<file path="src/rtl/minority_pkg.sv">
// Shared defaults and sizing helper for the minority voter and its popcount.
package minority_pkg;
  localparam int   DEF_WIDTH   = 4;
  localparam logic DEF_TIE_OUT = 1'b0;

  function automatic int cnt_w(input int width);
    return $clog2(width + 1);
  endfunction
endpackage

</file>
<file path="src/rtl/popcount.sv">
// Combinational count of set bits across a WIDTH-bit vector.
module popcount
  import minority_pkg::*;
#(
  parameter int WIDTH = DEF_WIDTH
) (
  input  logic [WIDTH-1:0]        in_i,
  output logic [cnt_w(WIDTH)-1:0] cnt_o
);
  localparam int CW = cnt_w(WIDTH);

  always_comb begin
    cnt_o = '0;
    for (int i = 0; i < WIDTH; i++) begin
      cnt_o = cnt_o + CW'(in_i[i]);
    end
  end
endmodule

</file>
<file path="src/rtl/minority_function.sv">
// Registered minority voter: OUT is high when fewer than half the inputs are set.
module minority_function
  import minority_pkg::*;
#(
  parameter int   WIDTH   = DEF_WIDTH,
  parameter logic TIE_OUT = DEF_TIE_OUT
) (
  input  logic                    clk,
  input  logic                    rst_n,
  input  logic [WIDTH-1:0]        IN,
  output logic                    OUT,
  output logic [cnt_w(WIDTH)-1:0] ONES_CNT,
  output logic                    OUT_VALID
);
  localparam int            CW   = cnt_w(WIDTH);
  localparam logic [CW-1:0] HALF = CW'(WIDTH / 2);

  logic [CW-1:0] cnt;
  logic [CW-1:0] ones_cnt_q, ones_cnt_d;
  logic          out_q, out_d;
  logic          valid_q, valid_d;

  popcount #(.WIDTH(WIDTH)) u_popcount (
    .in_i (IN),
    .cnt_o(cnt)
  );

  // For odd WIDTH, HALF is (WIDTH-1)/2 and the tie branch can never be reached.
  always_comb begin
    ones_cnt_d = cnt;
    valid_d    = 1'b1;
    out_d      = 1'b0;
    if (WIDTH % 2 == 1) begin
      out_d = (cnt <= HALF);
    end else if (cnt < HALF) begin
      out_d = 1'b1;
    end else if (cnt == HALF) begin
      out_d = TIE_OUT;
    end
  end

  always_ff @(posedge clk or negedge rst_n) begin
    if (!rst_n) begin
      ones_cnt_q <= '0;
      out_q      <= 1'b0;
      valid_q    <= 1'b0;
    end else begin
      ones_cnt_q <= ones_cnt_d;
      out_q      <= out_d;
      valid_q    <= valid_d;
    end
  end

  assign OUT       = out_q;
  assign ONES_CNT  = ones_cnt_q;
  assign OUT_VALID = valid_q;
endmodule

</file>
<file path="config.mk">
export PLATFORM = sky130hd
export DESIGN_NAME = minority_function
export DESIGN_NICKNAME = d
export VERILOG_FILES = /design/src/rtl/minority_pkg.sv /design/src/rtl/popcount.sv /design/src/rtl/minority_function.sv
export SDC_FILE = /design/constraint.sdc
export NUM_CORES = 1
export LEC_CHECK = 0
export ABC_AREA = 1
export CAP_MARGIN = 20
export CORE_AREA = 2 2 39 41
export DETAILED_ROUTE_END_ITERATION = 12
export DIE_AREA = 0 0 41 43
export GPL_TIMING_DRIVEN = 0
export PLACE_DENSITY = 0.46
export SYNTH_ARGS = -nofsm -noshare
export SYNTH_HDL_FRONTEND = slang
export SYNTH_HIERARCHICAL = 1
export SYNTH_SLANG_ARGS = --single-unit
export TNS_END_PERCENT = 1
</file>
<file path="constraint.sdc">
create_clock -name clk -period 0.8 [get_ports clk]
set_input_delay 0.12 -clock clk [delete_from_list [all_inputs] [get_ports clk]]
set_output_delay 0.12 -clock clk [all_outputs]
set_load 0.1 [all_outputs]
</file>
-- Word level (Yosys, flattened, before mapping)
Index checks and enable logic that the tools add are counted.
- register bits after elaboration: 5
- output and inout bits: 5
- word-level logic and storage cells: 8
- input port bits: 6
- add/sub/neg operators: 3
- mux-type cells: 1
- magnitude comparators: 1
- operators with widths (kind ; count):
    $add A3 B1 Y3 ; 2
    $lt A3 B2 Y1 const B ; 1
    $add A1 B1 Y2 ; 1
    $mux W1 ; 1

-- Depth between registers and ports, before layout
Gate-level depths: netlist of run 1.
- word-level depth: 5
- mapped depth: 6
- gate-level depth less buffers: 6

-- Modules after synthesis
Netlist of run 1, hierarchy kept.
- modules (own cells, without submodules) (module ; sequential area each (um^2) ; cells each ; area an instance (um^2) ; instances):
    minority_function ; 125.1 ; 7 ; 132.6 ; 1
    popcount ; 0.0 ; 8 ; 63.8 ; 1

-- Worst setup path after synthesis of run 1
No wires, ideal clock.
- path type: in2reg
- start point: in IN[0]
- end point: reg out_q, in the netlist OUT
- cell stages on the path: 6
- slack: -0.500 ns
- buffers on the path: 0
- arrival: 1.184 ns
- data required time: 0.684 ns
- path through: inv_1 fa_1 inv_1 ha_1 ha_1 nor2_1
- word-level cells in the longest chain between the ends: 5
- RTL lines (element ; RTL line ; text):
    start, declared ; minority_function.sv:10 ; input logic [WIDTH-1:0] IN,
    $add A1 B1 Y2 ; popcount.sv:15 ; cnt_o = cnt_o + CW'(in_i[i]);
    $add A3 B1 Y3 (2 in a row) ; popcount.sv:15 ;
    net cnt[1] ; minority_function.sv:18 ; logic [CW-1:0] cnt;
    $lt A3 B2 Y1 ; minority_function.sv:35 ; end else if (cnt < HALF) begin
    $mux W1 ; minority_function.sv:35 ;
    net out_d ; minority_function.sv:20 ; logic out_q, out_d;
    end signal, assigned ; minority_function.sv:49 ; out_q <= out_d;
    end, declared ; minority_function.sv:20 ;
The timed path passes the listed nets, and every way through them passes these cells.

-- Worst setup path in the final report of run 1
- start point: in IN[1]
- end point: reg out_q, in the netlist OUT
The elaborated chain is that of the path after synthesis.

==> impl_metrics.json, run 1 <==
{
  "route.met3.wl_um": 58,
  "synth.avg_cell_area_sq_um": 13.1,
  "ys_types": 6,
  "nFillCells": 137,
  "status": "finished with violations",
  "yosys_warnings": 6,
  "post_cts_buffers": 0,
  "fin_crit_sh": 1.39,
  "path_delay_family": "adder cells",
  "cts-root-buf": "clkbuf_4",
  "viasPerCell": 3.16,
  "fp.dieW_um": 41,
  "critPathMaxFanout": 2,
  "initial_utilization": 0.142,
  "clock-sinks": 5,
  "htree_levels": 1,
  "rsz0062_at_grt": "yes",
  "clock_path_buffers": 2,
  "coreArea_sq_mm": 0.00138,
  "pre_cts_ws_ps": -1090,
  "p_leak_uw": 0.000191,
  "die_y_um": 43,
  "dp_hpwl_um": 272,
  "syn_area_sq_um": 196,
  "clk_pin_slew_ps": 40,
  "yosysSeqAreaShare": 0.637,
  "grt_overflow": 0,
  "setup_ws_ps": -313,
  "grt_first_pass_wirelength_um": 552,
  "finalSetupViolations": 9,
  "nets": 39,
  "max_freq_mhz": 898,
  "grt_max_degree": 6,
  "synth_nets": 24,
  "ys_top_cells_by_area": "dfrtp_1 (64%), ha_1 (13%), fa_1 (10%), inv_1 (9.6%), conb_1 (1.9%)",
  "max_stage_delay_ps": 540,
  "synth_edf_count": 0,
  "dr.pass1.iters": 2,
  "critPathBufInv": 3,
  "syn-instance-count": 15,
  "cts_tree": "yes",
  "period_minus_slack_ps": 1110,
  "final_cell_area_sq_um": 402,
  "path_class": "input port to flop",
  "ys.flop_type": "dfrtp_1",
  "finalWirelength_um": 323,
  "cp-start-kind": "input port",
  "dr.max_layer_used": "met3",
  "yosys-top-cells-count": "dfrtp_1 (5), inv_1 (5), ha_1 (2)",
  "cts_made_buffers": 3,
  "dpl.cell_count": 41,
  "gp_congestion": 0.554,
  "final_core_util": 0.290,
  "die_area_sq_mm": 0.00176,
  "async_reset_ff_frac": 1.00,
  "drt_iter0_markers": 1,
  "grt_usage": 0.0524,
  "cp_data_arrival_time_ps": 1240,
  "portBuffers": 10,
  "ant_nets": 0,
  "placed_area_sq_um": 339,
  "wl_met1_um": 107,
  "diodes": 0,
  "cp-end-kind": "flop",
  "final_max_slew_viol_count": 0,
  "grt_pass1_vias": 157,
  "dr_total_vias": 142,
  "area_growth_pct": 104,
  "ir_drop_v": 0.000541,
  "finalHoldViolCount": 0,
  "drc_errors": 0,
  "synth-seq-cells": 5,
  "dr_wl_met2_um": 158,
  "netlist.top_cell.by_area": "dfrtp_1",
  "violations": "setup timing",
  "power_uw": 1060,
  "critical_path.cell_chain": "buf_6 -> inv_2 -> fa_1 -> inv_2 -> ha_4 -> ha_4 -> nor2_1",
  "synth_top_cell_area_share": 0.637,
  "drive_gt1_frac": 0.552,
  "antenna_found_initial": 0,
  "hp-class": "input port to asynchronous set/reset pin",
  "wire_per_inst_um": 7.18,
  "power_density_mw_per_mm2": 2650,
  "stdcell_count": 45,
  "io_pins": 11,
  "std_cell_rows": 14,
  "holdBufCountCts": 0,
  "crit_slowest_cell": "fa_1",
  "crit_required_ps": 930,
  "maxCapViolCount": 0
}
==> layout make-up <==
cell class	instances	area [sq um]	share of cell area
repair buffers	10	126	0.315
flip-flops and latches	5	125	0.312
multi-input cells	5	77.6	0.193
clock buffers	4	26.3	0.0654
inverters	5	26.3	0.0654
well taps	16	20.0	0.0498
==> through the flow <==
stage,hold slack [ps],setup TNS (ps)
after global routing,106,-1630
after floorplan,-176,-2500
after CTS,94.5,-1440
after detailed placement,347,-7720
after global placement,341,-7590
final,98.3,-1370
==> per-layer routing <==
metal | vias up | track usage
li1 | 68 | -
met1 | 63 | 0.0456
met2 | 11 | 0.0719
met3 | 0 | 0.0314
met4 | 0 | 0.0600
met5 | - | 0
==> timing repair <==
| action | in CTS | in global routing |
|---|---|---|
| setup endpoints to repair | 9 | 9 |
| gates resized for setup | 55 | 2 |
| pin swaps | 4 | 2 |
==> cells in the final DEF (no fill, tap or decap) <==
master / count
buf_8: 6
dfrtp_1: 5
clkbuf_4: 3
clkdlybuf4s50_1: 2
inv_1: 2
inv_2: 2
ha_4: 2
conb_1: 1
nor2_1: 1
clkbuf_1: 1
buf_2: 1
buf_6: 1
inv_8: 1
fa_1: 1
==> where the power goes <==
part           total [uW]  switching, uW  internal [uW]
registers             312           22.3            290
logic                 477            325            152
clock network         276           88.2            188
==> logic make-up (layout without fill, tap and decap cells) <==
| logic type | count (synthesis) | in the layout | share of synthesized area |
|---|---|---|---|
| other cells | 1 | 1 | 0.0191 |
| simple gates | 1 | 1 | 0.0191 |
| flops | 5 | 5 | 0.637 |
| buf+inv | 5 | 19 | 0.0956 |
| fa+ha+maj | 3 | 3 | 0.229 |
==> final timing paths <==
check	cells past startpoint	endpoint	startpoint
setup / recovery	7	OUT	IN[1]
hold / removal	1	OUT	rst_n
max in group asynchronous	1	ONES_CNT[2]	rst_n
min in group clk	5	ONES_CNT[2]	IN[3]
==> state kept, by name, summed over array words and instances (netlist names) <==
name and cells:
ONES_CNT 3, OUT 1, OUT_VALID 1
(Power assumes the default switching activity.)
==> inputs of run 2 (changes only) <==
Settings changed: CAP_MARGIN 20 to 10.
==> results of run 2 <==
Final layout, timing and power as in run 1 (identical DEF).
